File: config.mk
export PLATFORM = sky130hd
export DESIGN_NAME = filter_decoder_flat
export DESIGN_NICKNAME = d
export VERILOG_FILES = /design/src/rtl/filter_pkg.sv /design/src/rtl/filter_decoder_if.sv /design/src/rtl/filter_dec_hist.sv /design/src/rtl/filter_decoder.sv /design/src/flat_wrapper.sv
export SDC_FILE = /design/constraint.sdc
export NUM_CORES = 1
export LEC_CHECK = 0
export ABC_AREA = 0
export BUFFER_PORTS_ARGS = -buffer_cell sky130_fd_sc_hd__buf_4
export CAP_MARGIN = 20
export CORE_MARGIN = 2
export CORE_UTILIZATION = 55
export DETAILED_ROUTE_END_ITERATION = 16
export GPL_TIMING_DRIVEN = 0
export PLACE_DENSITY = 0.76
export SLEW_MARGIN = 10
export SYNTH_ARGS = -nofsm -noshare
export SYNTH_HDL_FRONTEND = slang
export SYNTH_SLANG_ARGS = --single-unit
File: constraint.sdc
create_clock -name clk -period 8.6 [get_ports clk]
set_input_delay 0.86 -clock clk [delete_from_list [all_inputs] [get_ports clk]]
set_output_delay 0.86 -clock clk [all_outputs]
set_load 0.01 [all_outputs]
File: src/rtl/filter_pkg.sv
`default_nettype none
// ============================================================================
// Module      : filter_pkg
// Description : Constants and types shared by the filter_decoder data path.
//               It holds the sample width default, the tap shift amounts of
//               the shift-weighted averaging filter, and the handshake state
//               encoding. A future encoder can reuse the same constants.
// Revision    : 1.0 - initial release
// ============================================================================
package filter_pkg;

    // Sample width; all decode arithmetic wraps modulo 2^DATA_W.
    localparam int DATA_W = 8;

    // Right-shift applied to x[n-1], x[n-2] and x[n-3] respectively.
    localparam int SH1 = 1;
    localparam int SH2 = 2;
    localparam int SH3 = 3;

    // Output register occupancy.
    typedef enum logic [0:0] {
        EMPTY = 1'b0,
        FULL  = 1'b1
    } state_t;

endpackage : filter_pkg
`default_nettype wire

File: src/rtl/filter_decoder_if.sv
`default_nettype none
// ============================================================================
// Module      : filter_decoder_if
// Description : Stream bundle around the filter decoder. It carries an input
//               valid/ready channel for the filtered samples, an output
//               valid/ready channel for the reconstructed samples, and the
//               flush strobe.
//   master : upstream/downstream side (drives in_*, flush, out_ready)
//   slave  : decoder side (drives in_ready, out_valid, out_data)
// Revision    : 1.0 - initial release
// ============================================================================
interface filter_decoder_if #(
    parameter int DATA_W = filter_pkg::DATA_W
);
    logic              in_valid;
    logic [DATA_W-1:0] in_data;
    logic              in_ready;
    logic              flush;
    logic              out_valid;
    logic [DATA_W-1:0] out_data;
    logic              out_ready;

    modport master (
        output in_valid, in_data, flush, out_ready,
        input  in_ready, out_valid, out_data
    );

    modport slave (
        input  in_valid, in_data, flush, out_ready,
        output in_ready, out_valid, out_data
    );
endinterface : filter_decoder_if
`default_nettype wire

File: src/rtl/filter_dec_hist.sv
`default_nettype none
// ============================================================================
// Module      : filter_dec_hist
// Description : Three-deep history of decoded samples, x[n-1]..x[n-3].
//               When i_clear and i_shift_en are both set, the history is
//               cleared and i_din becomes the only surviving sample in h1.
//   clk, rst      : clock, asynchronous active-low reset
//   i_shift_en    : shift i_din into h1 (h3<-h2, h2<-h1)
//   i_clear       : synchronous clear of the history
//   i_din         : newly decoded sample
//   o_h1..o_h3    : x[n-1], x[n-2], x[n-3]
// Revision    : 1.0 - initial release
// ============================================================================
module filter_dec_hist #(
    parameter int WIDTH = 8
) (
    input  wire logic             clk,
    input  wire logic             rst,
    input  wire logic             i_shift_en,
    input  wire logic             i_clear,
    input  wire logic [WIDTH-1:0] i_din,
    output logic      [WIDTH-1:0] o_h1,
    output logic      [WIDTH-1:0] o_h2,
    output logic      [WIDTH-1:0] o_h3
);

    logic [WIDTH-1:0] r_h1;
    logic [WIDTH-1:0] r_h2;
    logic [WIDTH-1:0] r_h3;

    always_ff @(posedge clk or negedge rst) begin
        if (!rst) begin
            r_h1 <= '0;
            r_h2 <= '0;
            r_h3 <= '0;
        end else if (i_clear) begin
            // A sample accepted with the clear was decoded against zero
            // history, so it is kept as the new x[n-1].
            r_h1 <= i_shift_en ? i_din : '0;
            r_h2 <= '0;
            r_h3 <= '0;
        end else if (i_shift_en) begin
            r_h1 <= i_din;
            r_h2 <= r_h1;
            r_h3 <= r_h2;
        end
    end

    assign o_h1 = r_h1;
    assign o_h2 = r_h2;
    assign o_h3 = r_h3;

endmodule : filter_dec_hist
`default_nettype wire

File: src/rtl/filter_decoder.sv
`default_nettype none
// ============================================================================
// Module      : filter_decoder
// Description : Streaming inverse of the 4-tap shift-weighted averaging
//               filter y = x + (x1>>1) + (x2>>2) + (x3>>3) (mod 2^DATA_W).
//               It reconstructs x = y - (h1>>1) - (h2>>2) - (h3>>3) behind a
//               one-entry output register with valid/ready handshakes.
//   clk        : clock, rising edge
//   rst        : asynchronous active-low reset
//   bus        : filter_decoder_if.slave (in_*, flush, out_*)
//   sample_cnt : 16-bit accepted-sample counter, present only when the
//                FILTER_DEC_CNT_EN macro is defined
// Revision    : 1.0 - initial release
// ============================================================================
module filter_decoder
    import filter_pkg::*;
(
    input  wire logic         clk,
    input  wire logic         rst,
    filter_decoder_if.slave   bus
`ifdef FILTER_DEC_CNT_EN
    ,
    output logic [15:0]       sample_cnt
`endif
);

    state_t            r_state;
    state_t            w_state_nxt;
    logic              w_in_ready;
    logic              w_accept;
    logic [DATA_W-1:0] r_out_data;
    logic [DATA_W-1:0] w_h1_raw;
    logic [DATA_W-1:0] w_h2_raw;
    logic [DATA_W-1:0] w_h3_raw;
    logic [DATA_W-1:0] w_h1;
    logic [DATA_W-1:0] w_h2;
    logic [DATA_W-1:0] w_h3;
    logic [DATA_W-1:0] w_x;

    // ------------------------------------------------------------------------
    // Decode data path
    // ------------------------------------------------------------------------
    filter_dec_hist #(
        .WIDTH (DATA_W)
    ) u_hist (
        .clk        (clk),
        .rst        (rst),
        .i_shift_en (w_accept),
        .i_clear    (bus.flush),
        .i_din      (w_x),
        .o_h1       (w_h1_raw),
        .o_h2       (w_h2_raw),
        .o_h3       (w_h3_raw)
    );

    // A sample accepted together with flush sees an already-cleared history,
    // matching the encoder's first output after its own reset.
    assign w_h1 = bus.flush ? '0 : w_h1_raw;
    assign w_h2 = bus.flush ? '0 : w_h2_raw;
    assign w_h3 = bus.flush ? '0 : w_h3_raw;

    assign w_x = bus.in_data - (w_h1 >> SH1) - (w_h2 >> SH2) - (w_h3 >> SH3);

    // ------------------------------------------------------------------------
    // Output-register handshake FSM
    // ------------------------------------------------------------------------
    always_ff @(posedge clk or negedge rst) begin
        if (!rst) begin
            r_state <= EMPTY;
        end else begin
            r_state <= w_state_nxt;
        end
    end

    // in_ready depends only on state and out_ready, never on in_valid.
    always_comb begin
        w_state_nxt = r_state;
        w_in_ready  = 1'b1;
        case (r_state)
            EMPTY: begin
                w_in_ready = 1'b1;
                if (bus.in_valid) begin
                    w_state_nxt = FULL;
                end
            end
            FULL: begin
                w_in_ready = bus.out_ready;
                if (bus.out_ready && !bus.in_valid) begin
                    w_state_nxt = EMPTY;
                end
            end
            default: begin
                w_state_nxt = EMPTY;
            end
        endcase
    end

    assign w_accept = bus.in_valid && w_in_ready;

    always_ff @(posedge clk or negedge rst) begin
        if (!rst) begin
            r_out_data <= '0;
        end else if (w_accept) begin
            r_out_data <= w_x;
        end
    end

    assign bus.in_ready  = w_in_ready;
    assign bus.out_valid = (r_state == FULL);
    assign bus.out_data  = r_out_data;

`ifdef FILTER_DEC_CNT_EN
    // Counts accepted samples; wraps naturally and survives flush.
    logic [15:0] r_cnt;

    always_ff @(posedge clk or negedge rst) begin
        if (!rst) begin
            r_cnt <= '0;
        end else if (w_accept) begin
            r_cnt <= r_cnt + 16'd1;
        end
    end

    assign sample_cnt = r_cnt;
`endif

endmodule : filter_decoder
`default_nettype wire
File: src/flat_wrapper.sv
// flat-port wrapper written by rule: the top's interface ports become plain ports
module filter_decoder_flat import filter_pkg::*;
  (clk, rst, bus_in_valid, bus_in_data, bus_flush, bus_out_ready, bus_in_ready, bus_out_valid, bus_out_data);
  filter_decoder_if bus_i ();
  input  wire logic clk;
  input  wire logic rst;
  input wire logic [$bits(bus_i.in_valid)-1:0] bus_in_valid;
  input wire logic [$bits(bus_i.in_data)-1:0] bus_in_data;
  input wire logic [$bits(bus_i.flush)-1:0] bus_flush;
  input wire logic [$bits(bus_i.out_ready)-1:0] bus_out_ready;
  output wire logic [$bits(bus_i.in_ready)-1:0] bus_in_ready;
  output wire logic [$bits(bus_i.out_valid)-1:0] bus_out_valid;
  output wire logic [$bits(bus_i.out_data)-1:0] bus_out_data;
  assign bus_i.in_valid = bus_in_valid;
  assign bus_i.in_data = bus_in_data;
  assign bus_i.flush = bus_flush;
  assign bus_i.out_ready = bus_out_ready;
  assign bus_in_ready = bus_i.in_ready;
  assign bus_out_valid = bus_i.out_valid;
  assign bus_out_data = bus_i.out_data;
  filter_decoder u_core (.clk(clk), .rst(rst), .bus(bus_i));
endmodule
==> run_results.csv, run 1 <==
group,metric,value,unit
timing,fin_crit,3.688,ns
die,core_area,3053,um^2
timing,rsz0062_at_grt,"no",
timing,fin_tns_setup,0,ns
placement,placed_area,1994,um^2
synth,synth-seq-cells,27,
setup_path,slowest_delay,0.52,ns
final_layout,final_common_cell,"dfrtp_1",
setup_path,cp_num_buf_inv,3,
placement,place_congestion,0.8613,
die,ios,23,
clock_network,clk_latency,0.33,ns
setup_path,worst_path_max_delay_cell,"fa_1",
die,die_h,60.80,um
detailed_routing,vias,1232,
die,rows,20,
setup_path,cp_cell_sequence,"buf_4, clkbuf_1, nor2b_1, fa_1, fa_1, inv_1, ha_1, nor2b_4, o31a_1, or4_4, nand4_1",
clock_network,clock_sinks,27,
synth,synth.distinct_cells,33,
timing,fin_skew,0.006121,ns
synth,synth_area,1774,um^2
timing,slew_viol_final,0,
global_route,antenna_found_initial,0,
final_layout,area_delta_synth_final,14.10,%
placement,place_hpwl,2578,um
global_route,grt_pass1_vias,1310,
synth,synth_fa_ha_area_frac,0.1989,
power,powerDensity,227.4,nW/um^2
final_layout,antenna_cells,0,
synth,async_flop_share,1.000,
clock_network,ctsRootBufferMaster,"clkbuf_4",
synth,syn_avg_cell_area,10.69,um^2
timing,worst_pin_slew,0.4797,ns
setup_path,cp_top_family,"adder cells",
power,total_power,0.4604,mW
run,cap_violations,0,
setup_path,worstPathRequired,8.88,ns
global_route,grt_max_degree,28,
placement,numPlacedInstances,232,
synth,synth_top_family_by_area,"adder cells",
run_status,status,"finished clean",
synth,synth.mux.area_fraction,0.06347,
setup_path,timing.critical_path.mode_cell,"fa_1",
synth,synth_edf_count,0,
detailed_routing,drc_errors,0,
timing,finalSetupViolations,0,
clock_network,cts-htree-levels,1,
global_route,grt.overflow.total,0,
final_layout,drive_gt1_frac,0.2292,
clock_network,post-cts-setup-buffers,0,
timing,fin_crit_sh,0.4288,
synth,synth_cells,166,
setup_path,arrival,3.96,ns
setup_path,start_kind,"input port",
setup_path,endpoint_kind,"register",
setup_path,critical_path_class,"input port to register",
clock_network,cts.clk_slew.worst_paths,0.16,ns
timing,max_freq,271.2,MHz
timing,hold_violations,0,
clock_network,hold_buffers,0,
die,dieArea,3696,um^2
synth,ys.flop_type,"dfrtp_1",
setup_path,worst-path-max-fanout,10,
final_layout,regArea,675.6,um^2
synth,synth_warnings,0,
timing,holdWs,0.4124,ns
final_layout,fin_nets,227,
final_layout,fill_cells,250,
final_layout,fin_cells,236,
final_layout,multi_input_area,980.9,um^2
power,vdd_drop_max,0.1158,mV
detailed_routing,drt-initial-drc-count,48,
die,die_x,60.80,um
final_layout,design_area,2024,um^2
global_route,grt.total_usage,0.2097,
synth,syn-num-nets,200,
detailed_routing,postRouteAntennaNets,0,
clock_network,cts_buffers,3,
synth,seq_area_frac_synth,0.3808,
detailed_routing,wirelength,3283,um
timing,relSlewSlack,0.6802,
clock_network,cts_resized,0,
clock_network,cts.path.max_buffers,2,
synth,yosys.area_share.simple,0.1714,
detailed_routing,firstDrtPassIters,4,
hold_path,min_path_type,"input port to async pin",
global_route,grt_pass1_wl,5706,um
die,initial_core_util,0.5811,
placement,port_buffers,22,
detailed_routing,wl_per_cell,13.91,um
synth,synth_xor_area_frac,0.009873,
power,power_leakage,1.019,nW
synth,synth_compound_area_frac,0.1093,
detailed_routing,viasPerCell,5.220,
clock_network,cts_tree,"yes",
final_layout,mostFrequentLayoutCells,"27 x dfrtp_1, 22 x buf_4, 20 x inv_1",
-- worst reg2reg max path, delay by kind of cell (launching register included) --
family                   cells  cell delay, ns
AO/OA/AOI/OAI                1            0.28
adder cells (fa/ha/maj)      3            1.35
buffers and inverters        1            0.05
flip-flops                   1            0.35
AND/OR/NAND/NOR              4            1.03
-- layout make-up --
cell class | instances | share of cell area
repair buffers | 22 | 0.08158
multi-input cells | 114 | 0.4845
clock inverters | 1 | 0.003708
flip-flops and latches | 27 | 0.3337
well taps | 44 | 0.02719
inverters | 20 | 0.03708
clock buffers | 3 | 0.01112
plain buffers | 5 | 0.02101
-- metrics by stage --
step / setup slack, ns / util
after floorplan: 5.042 / -
after global placement: 4.577 / 0.6533
after detailed placement: 4.548 / 0.6533
after CTS: 4.894 / 0.6631
after global routing: 4.780 / 0.6631
final: 4.912 / 0.6631
-- worst paths after layout --
| path | from | to | slack [ns] | cells past startpoint |
|---|---|---|---|---|
| max | bus_flush | u_core.bus.out_data[6] | 4.91 | 11 |
| min | rst | u_core.u_hist.o_h1[7] | 0.41 | 1 |
| max reg2reg | u_core.u_hist.o_h1[3] | u_core.bus.out_data[6] | 5.52 | 9 |
| min reg2reg | u_core.bus.out_data[0] | u_core.bus.out_data[0] | 0.50 | 2 |
| max in group asynchronous | rst | u_core.u_hist.o_h1[2] | 7.93 | 1 |
| min in group clk | u_core.bus.out_data[0] | u_core.bus.out_data[0] | 0.50 | 2 |
-- logic make-up after synthesis --
group	count (synthesis)
buffers and inverters	25
XOR/XNOR	2
AO/OA/AOI/OAI	28
AND/OR/NAND/NOR	53
flip-flops	27
multiplexers	10
adder cells (fa/ha/maj)	21
-- registers in the layout, summed over array words and instances, names as in the netlist --
register and count:
u_core.bus.out_data 8, u_core.bus.out_valid 1, u_core.u_hist.o_h1 7, u_core.u_hist.o_h3 5
u_core.u_hist.o_h2 6
-- Yosys cell counts (all sizes together), types with 4 or more instances --
master / instances / area (um^2)
a211oi: 4 / 30.03
a21o: 5 / 37.54
buf: 4 / 38.78
dfrtp: 27 / 675.7
fa: 12 / 240.2
ha: 9 / 112.6
inv: 20 / 75.07
mux2: 10 / 112.6
nand2: 12 / 45.04
nand2b: 5 / 33.78
nand4: 4 / 25.02
nor2: 5 / 18.77
nor2b: 20 / 132.6
o21ai: 8 / 40.04
-- power by group --
part	switching [mW]	internal (mW)	total, mW
clock	0.0401	0.0178	0.0579
sequential	0.0124	0.160	0.172
combinational	0.120	0.110	0.230
total	0.172	0.288	0.460
-- metal layers --
layer,global-route usage,vias up,wire (um)
met3,0.02559,5,81
met2,0.3856,17,1736
met4,0.05901,0,35
li1,-,604,-
met1,0.2579,606,1429
met5,0,-,0
No activity file was read; power rests on OpenSTA's default activity.
==> run 2: changes to the inputs <==
==> constraint.sdc (replaced) <==
create_clock -name clk -period 3.8 [get_ports clk]
set_input_delay 0.38 -clock clk [delete_from_list [all_inputs] [get_ports clk]]
set_output_delay 0.38 -clock clk [all_outputs]
set_load 0.01 [all_outputs]
==> run 2 against run 1 <==
  * Sequential share of layout area shrank 0.16 points
  * Sequential power grew 130%
  * Highest routed layer unchanged
  * Critical path type unchanged
  * Count of clock-buffer cells in the layout is the same
  * Clock skew is essentially flat
  * Non-clock buffer count grew 1
==> run_results.csv, run 2 (synthesis results as in run 1) <==
group,metric,value,unit
run_status,status,"finished clean",
final_layout,largest_reg_flops,8,
final_layout,final_common_cell,"dfrtp_1",
global_route,antenna_found_initial,0,
global_route,grt.overflow.total,0,
timing,rsz0062_at_grt,"no",
global_route,grt_pass1_vias,1310,
setup_path,start_kind,"input port",
timing,fin_tns_setup,0,ns
die,die_h,60.80,um
clock_network,ctsRootBufferMaster,"clkbuf_4",
detailed_routing,drc_errors,0,
final_layout,drive_gt1_frac,0.2280,
setup_path,worst_path_max_delay_cell,"fa_1",
detailed_routing,postRouteAntennaNets,0,
clock_network,cts_tree,"yes",
detailed_routing,wirelength,3291,um
die,ios,23,
global_route,grt.total_usage,0.2097,
clock_network,clk_latency,0.33,ns
final_layout,antenna_cells,0,
placement,place_hpwl,2578,um
setup_path,cp_cell_sequence,"buf_4, clkbuf_1, nor2b_1, fa_1, fa_1, inv_1, ha_1, nor2b_4, o31a_1, or4_4, nand4_1",
timing,slew_viol_final,0,
detailed_routing,firstDrtPassIters,4,
clock_network,cts.path.max_buffers,2,
power,clkPwrFrac,0.126,
setup_path,timing.critical_path.mode_cell,"fa_1",
power,sequentialPowerShare,0.374,
setup_path,arrival,3.48,ns
setup_path,cp_num_buf_inv,3,
power,p_sw,0.3905,mW
final_layout,mostFrequentLayoutCells,"27 x dfrtp_1, 22 x buf_4, 20 x inv_1",
setup_path,critical_path_class,"input port to register",
setup_path,slowest_delay,0.52,ns
power,total_power,1.043,mW
detailed_routing,vias,1236,
clock_network,clock_sinks,27,
final_layout,area_delta_synth_final,14.67,%
power,vdd_drop_max,0.2620,mV
detailed_routing,viasPerCell,5.215,
die,initial_core_util,0.5811,
power,p_int,0.6524,mW
placement,port_buffers,22,
clock_network,cts_buffers,3,
power,powerDensity,512.6,nW/um^2
setup_path,cp_top_family,"adder cells",
power,pwr-share-comb,0.500,
hold_path,min_path_type,"input port to register",
timing,relSlewSlack,0.6802,
power,power_leakage,1.024,nW
timing,holdWs,0.2652,ns
setup_path,worst-path-max-fanout,10,
timing,worst_pin_slew,0.4797,ns
die,rows,20,
run,cap_violations,0,
placement,place_congestion,0.8613,
die,die_x,60.80,um
timing,max_freq,311.8,MHz
clock_network,cts_resized,0,
clock_network,cts-htree-levels,1,
detailed_routing,wl_per_cell,13.89,um
power,swShare,0.3744,
timing,fin_crit_sh,0.8441,
global_route,grt_pass1_wl,5706,um
setup_path,worstPathRequired,4.08,ns
timing,hold_violations,0,
setup_path,endpoint_kind,"register",
global_route,grt_max_degree,28,
final_layout,fin_nets,228,
detailed_routing,drt-initial-drc-count,48,
timing,fin_skew,0.006130,ns
die,dieArea,3696,um^2
die,core_area,3053,um^2
timing,finalSetupViolations,0,
timing,fin_crit,3.207,ns
clock_network,cts.clk_slew.worst_paths,0.16,ns
-- run 2: cell count changes in the layout (fill, tap and decap cells not counted) --
cell,previous run,this run
dlygate4sd3_1,0,1
-- run 2: layout make-up --
class                   count  area [um^2]
fillers                   249         1018
multi-input cells         114        980.9
flip-flops and latches     27        675.6
repair buffers             23        175.2
inverters                  20        75.07
well taps                  44        55.05
plain buffers               5        42.54
clock buffers               3        22.52
clock inverters             1        7.507
-- run 2: timing repair --
item | in CTS | in global routing
hold buffers | 1 | 0
buffers inserted | 0 | 0
endpoints found under the hold margin | 27 | 0
-- run 2: worst paths after layout --
kind	slack, ns	cells past startpoint	endpoint	start
min in group asynchronous	0.48	2	u_core.u_hist.o_h1[7]	rst
worst min register to register	0.50	2	u_core.bus.out_data[0]	u_core.bus.out_data[0]
worst min-delay path	0.27	2	u_core.bus.out_valid	bus_in_valid
worst max register to register	0.72	9	u_core.bus.out_data[6]	u_core.u_hist.o_h1[3]
max in group asynchronous	3.07	2	u_core.u_hist.o_h1[2]	rst
worst max-delay path	0.59	11	u_core.bus.out_data[6]	bus_flush
-- run 2: metal layers --
metal / routed length, um / part of all wire / global-route usage / up-vias
met4: 35 / 0.011 / 0.05901 / 0
met1: 1433 / 0.44 / 0.2579 / 608
met3: 81 / 0.025 / 0.02559 / 5
met5: 0 / 0 / 0 / -
met2: 1741 / 0.53 / 0.3856 / 17
li1: - / - / - / 606
-- run 2: power groups by stage --
stage                     logic [mW]  clock network (mW)  registers (mW)
after floorplan                0.345                   0           0.412
after global placement         0.506                   0           0.393
after detailed placement       0.524                   0           0.397
after CTS                      0.528               0.136           0.390
after global routing           0.585               0.144           0.400
final                          0.522               0.131           0.390
-- run 2: through the flow --
stage	utilization	setup WS [ns]	instance area, um^2	cells
finish	0.6664	0.5926	2034	237
detailed placement	0.6533	0.2281	1994	232
CTS	0.6664	0.5744	2034	237
global route	0.6664	0.4605	2034	237
global placement	0.6533	0.2570	1994	232
floorplan	-	0.7224	1774	166
==> run 3: changes to the inputs <==
--- a/config.mk
+++ b/config.mk
@@ -5,14 +5,14 @@
 export SDC_FILE = /design/constraint.sdc
 export NUM_CORES = 1
 export LEC_CHECK = 0
-export ABC_AREA = 0
+export ABC_AREA = 1
 export BUFFER_PORTS_ARGS = -buffer_cell sky130_fd_sc_hd__buf_4
 export CAP_MARGIN = 20
 export CORE_MARGIN = 2
 export CORE_UTILIZATION = 55
 export DETAILED_ROUTE_END_ITERATION = 16
 export GPL_TIMING_DRIVEN = 0
-export PLACE_DENSITY = 0.76
+export PLACE_DENSITY = 0.77
 export SLEW_MARGIN = 10
 export SYNTH_ARGS = -nofsm -noshare
 export SYNTH_HDL_FRONTEND = slang
==> constraint.sdc (replaced) <==
create_clock -name clk -period 3.3 [get_ports clk]
set_input_delay 0.33 -clock clk [delete_from_list [all_inputs] [get_ports clk]]
set_output_delay 0.33 -clock clk [all_outputs]
set_load 0.01 [all_outputs]
==> run 3 against run 2 <==
  * Power up 16%
  * Die area shrank 2.2%
  * Clock power increased by 11%
  * Clock skew fell by 0.0025 ns
  * Worst hold slack worse by 0.079 ns
  * Area after synthesis shrank 2.4%
  * Routed wire length is 5.0% lower
  * Register-to-register slack got worse by 0.20 ns
  * First-iteration DRC count down 10%
==> run_results.csv, run 3 <==
group,metric,value,unit
power,powerDensity,608.5,nW/um^2
clock_network,clk_latency,0.33,ns
detailed_routing,wl_per_cell,10.98,um
final_layout,final_common_cell,"nand2_1",
global_route,grt.total_usage,0.2101,
placement,place_congestion,0.8256,
clock_network,cts_buffers,3,
detailed_routing,postRouteAntennaNets,0,
run_status,status,"finished clean",
global_route,grt.overflow.total,0,
detailed_routing,vias,1364,
die,initial_core_util,0.5719,
synth,syn-num-nets,249,
final_layout,area_delta_synth_final,14.45,%
clock_network,post-cts-setup-buffers,0,
timing,holdWs,0.1861,ns
die,die_x,60.11,um
setup_path,slowest_delay,0.52,ns
synth,seq_area_frac_synth,0.3902,
detailed_routing,viasPerCell,4.786,
timing,fin_skew,0.003667,ns
synth,synth_edf_count,0,
clock_network,cts.clk_slew.worst_paths,0.14,ns
die,ios,23,
setup_path,r2r-end,"u_core.bus.out_data[4]",
detailed_routing,drc_errors,0,
setup_path,critical_path_class,"register to register",
setup_path,r2r-start,"u_core.u_hist.o_h1[4]",
timing,fin_tns_setup,0,ns
clock_network,cts.path.max_buffers,2,
timing,fin_crit_sh,0.8438,
synth,yosysTopAreaCellShare,0.3902,
hold_path,min_path_type,"input port to register",
synth,async_flop_share,1.000,
synth,yosys-top-cells-area,"dfrtp_1 39%, fa_1 14%, nand2_1 12%",
global_route,antenna_found_initial,0,
clock_network,clock_sinks,27,
placement,place_ws,0.1653,ns
setup_path,arrival,3.03,ns
final_layout,drive_gt1_frac,0.1494,
hold_path,min_from,"bus_in_valid",
setup_path,path_depth,11,
setup_path,cp_top_family,"adder cells",
synth,synth.distinct_cells,22,
timing,slew_viol_final,0,
die,rows,20,
setup_path,cp_cell_sequence,"inv_1, nor2_1, fa_1, fa_1, inv_1, ha_1, or2_1, and2_4, or2_0, nand3_2, nand2_1",
setup_path,r2r_slack,0.52,ns
setup_path,worst_path_max_delay_cell,"fa_1",
final_layout,mostFrequentLayoutCells,"55 x nand2_1, 49 x inv_1, 27 x dfrtp_1",
timing,hold_violations,0,
final_layout,fin_nets,276,
timing,worst_pin_slew,0.3451,ns
setup_path,reg2reg_depth,11,
setup_path,worst-path-max-fanout,4,
setup_path,endpoint_kind,"register",
detailed_routing,wirelength,3128,um
hold_path,worstHoldPathCells,3,
final_layout,antenna_cells,0,
synth,synth_cells,215,
synth,yosysTopAreaCell,"dfrtp_1",
timing,max_freq,359.1,MHz
synth,synth-seq-cells,27,
timing,rsz0062_at_grt,"no",
timing,fin_crit,2.785,ns
die,core_area,3028,um^2
power,power_leakage,1.091,nW
clock_network,ctsRootBufferMaster,"clkbuf_4",
synth,synth.most_common_cell,"nand2_1",
run,cap_violations,0,
global_route,grt_max_degree,28,
synth,syn_avg_cell_area,8.054,um^2
clock_network,cts_resized,0,
placement,place_hpwl,2504,um
detailed_routing,drt-initial-drc-count,43,
synth,synth_warnings,0,
timing,relSlewSlack,0.7699,
synth,synth_common_cells,"55 x nand2_1, 49 x inv_1, 27 x dfrtp_1",
die,die_h,60.11,um
hold_path,worstHoldEndpoint,"u_core.bus.out_valid",
timing,setup_slack,0.5154,ns
clock_network,cts-htree-levels,1,
die,dieArea,3613,um^2
power,vdd_drop_max,0.3288,mV
setup_path,worstPathRequired,3.54,ns
synth,synth_area,1732,um^2
detailed_routing,firstDrtPassIters,4,
setup_path,start_kind,"register",
setup_path,cp_num_buf_inv,2,
synth,ys.flop_type,"dfrtp_1",
global_route,grt_pass1_vias,1339,
placement,port_buffers,21,
final_layout,largest_reg_flops,8,
clock_network,cts_tree,"yes",
timing,finalSetupViolations,0,
global_route,grt_pass1_wl,5582,um
power,total_power,1.206,mW
## run 3: cell types whose count changed in the layout (fill, tap and decap cells not counted), moves of 4 or more
| cell | previous run | this run |
|---|---|---|
| a21o_1 | 5 | 0 |
| mux2_2 | 10 | 0 |
| nor2_1 | 5 | 19 |
| nor2b_1 | 19 | 0 |
| nand2_1 | 12 | 55 |
| nand4_1 | 4 | 0 |
| o21ai_0 | 8 | 15 |
| nand2b_1 | 4 | 0 |
| inv_1 | 20 | 49 |
| nand3_1 | 1 | 8 |
| a211oi_1 | 4 | 0 |
## run 3: metal layers
metal	track usage	part of all wire	vias to the layer above	wire length (um)
met5	0	0	-	0
met4	0.1016	0.030	0	95
met3	0.01948	0.035	9	110
met2	0.3447	0.48	28	1517
met1	0.2789	0.45	637	1405
li1	-	-	690	-
## run 3: repair_timing
item                                   4_1_cts  5_1_grt
endpoints found under the hold margin       27        0
hold buffers                                 1        0
setup endpoints to repair                    0        0
## run 3: worst max path at each step
| stage | from | end | slack [ns] |
|---|---|---|---|
| after floorplan | bus_flush | u_core.bus.out_data[4] | 0.38 |
| after global placement | bus_flush | u_core.bus.out_data[6] | 0.20 |
| after detailed placement | bus_flush | u_core.bus.out_data[6] | 0.17 |
| after CTS | u_core.u_hist.o_h1[4] | u_core.bus.out_data[4] | 0.50 |
| after global routing | u_core.u_hist.o_h1[4] | u_core.bus.out_data[4] | 0.35 |
| final | u_core.u_hist.o_h1[4] | u_core.bus.out_data[4] | 0.52 |
## run 3: worst min-delay path, delay by kind of cell
| family | cells | cell delay, ns |
|---|---|---|
| simple gates | 1 | 0.05 |
| buf+inv | 2 | 0.12 |
## run 3: power breakdown
group          total [mW]  internal (mW)  switching, mW
Clock               0.145         0.0456         0.0992
Sequential          0.465          0.421         0.0440
Combinational       0.597          0.260          0.337
Total                1.21          0.726          0.480
## run 3: cell type report
type | count | area (um^2)
sequential | 27 | 675.6
tap | 44 | 55.05
inverter | 50 | 187.7
clock inverter | 1 | 5.005
fill | 288 | 1046
multi-input combinational | 133 | 843.3
buffer | 5 | 25.02
clock buffer | 3 | 22.52
timing repair buffer | 22 | 167.7
## run 3: cell families after synthesis
group,Yosys count,share of synthesized area
and+or+nand+nor,90,0.2168
buffers and inverters,55,0.1228
DFF,27,0.3902
AOI/OAI and AO/OA,21,0.06142
adders and majority gates,21,0.2038
xor gates and xnor gates,1,0.005059
## run 3: metrics by stage
stage | instances | instance area (um^2) | utilization
after floorplan | 215 | 1732 | -
after global placement | 280 | 1944 | 0.6421
after detailed placement | 280 | 1944 | 0.6421
after CTS | 285 | 1982 | 0.6545
after global routing | 285 | 1982 | 0.6545
final | 285 | 1982 | 0.6545
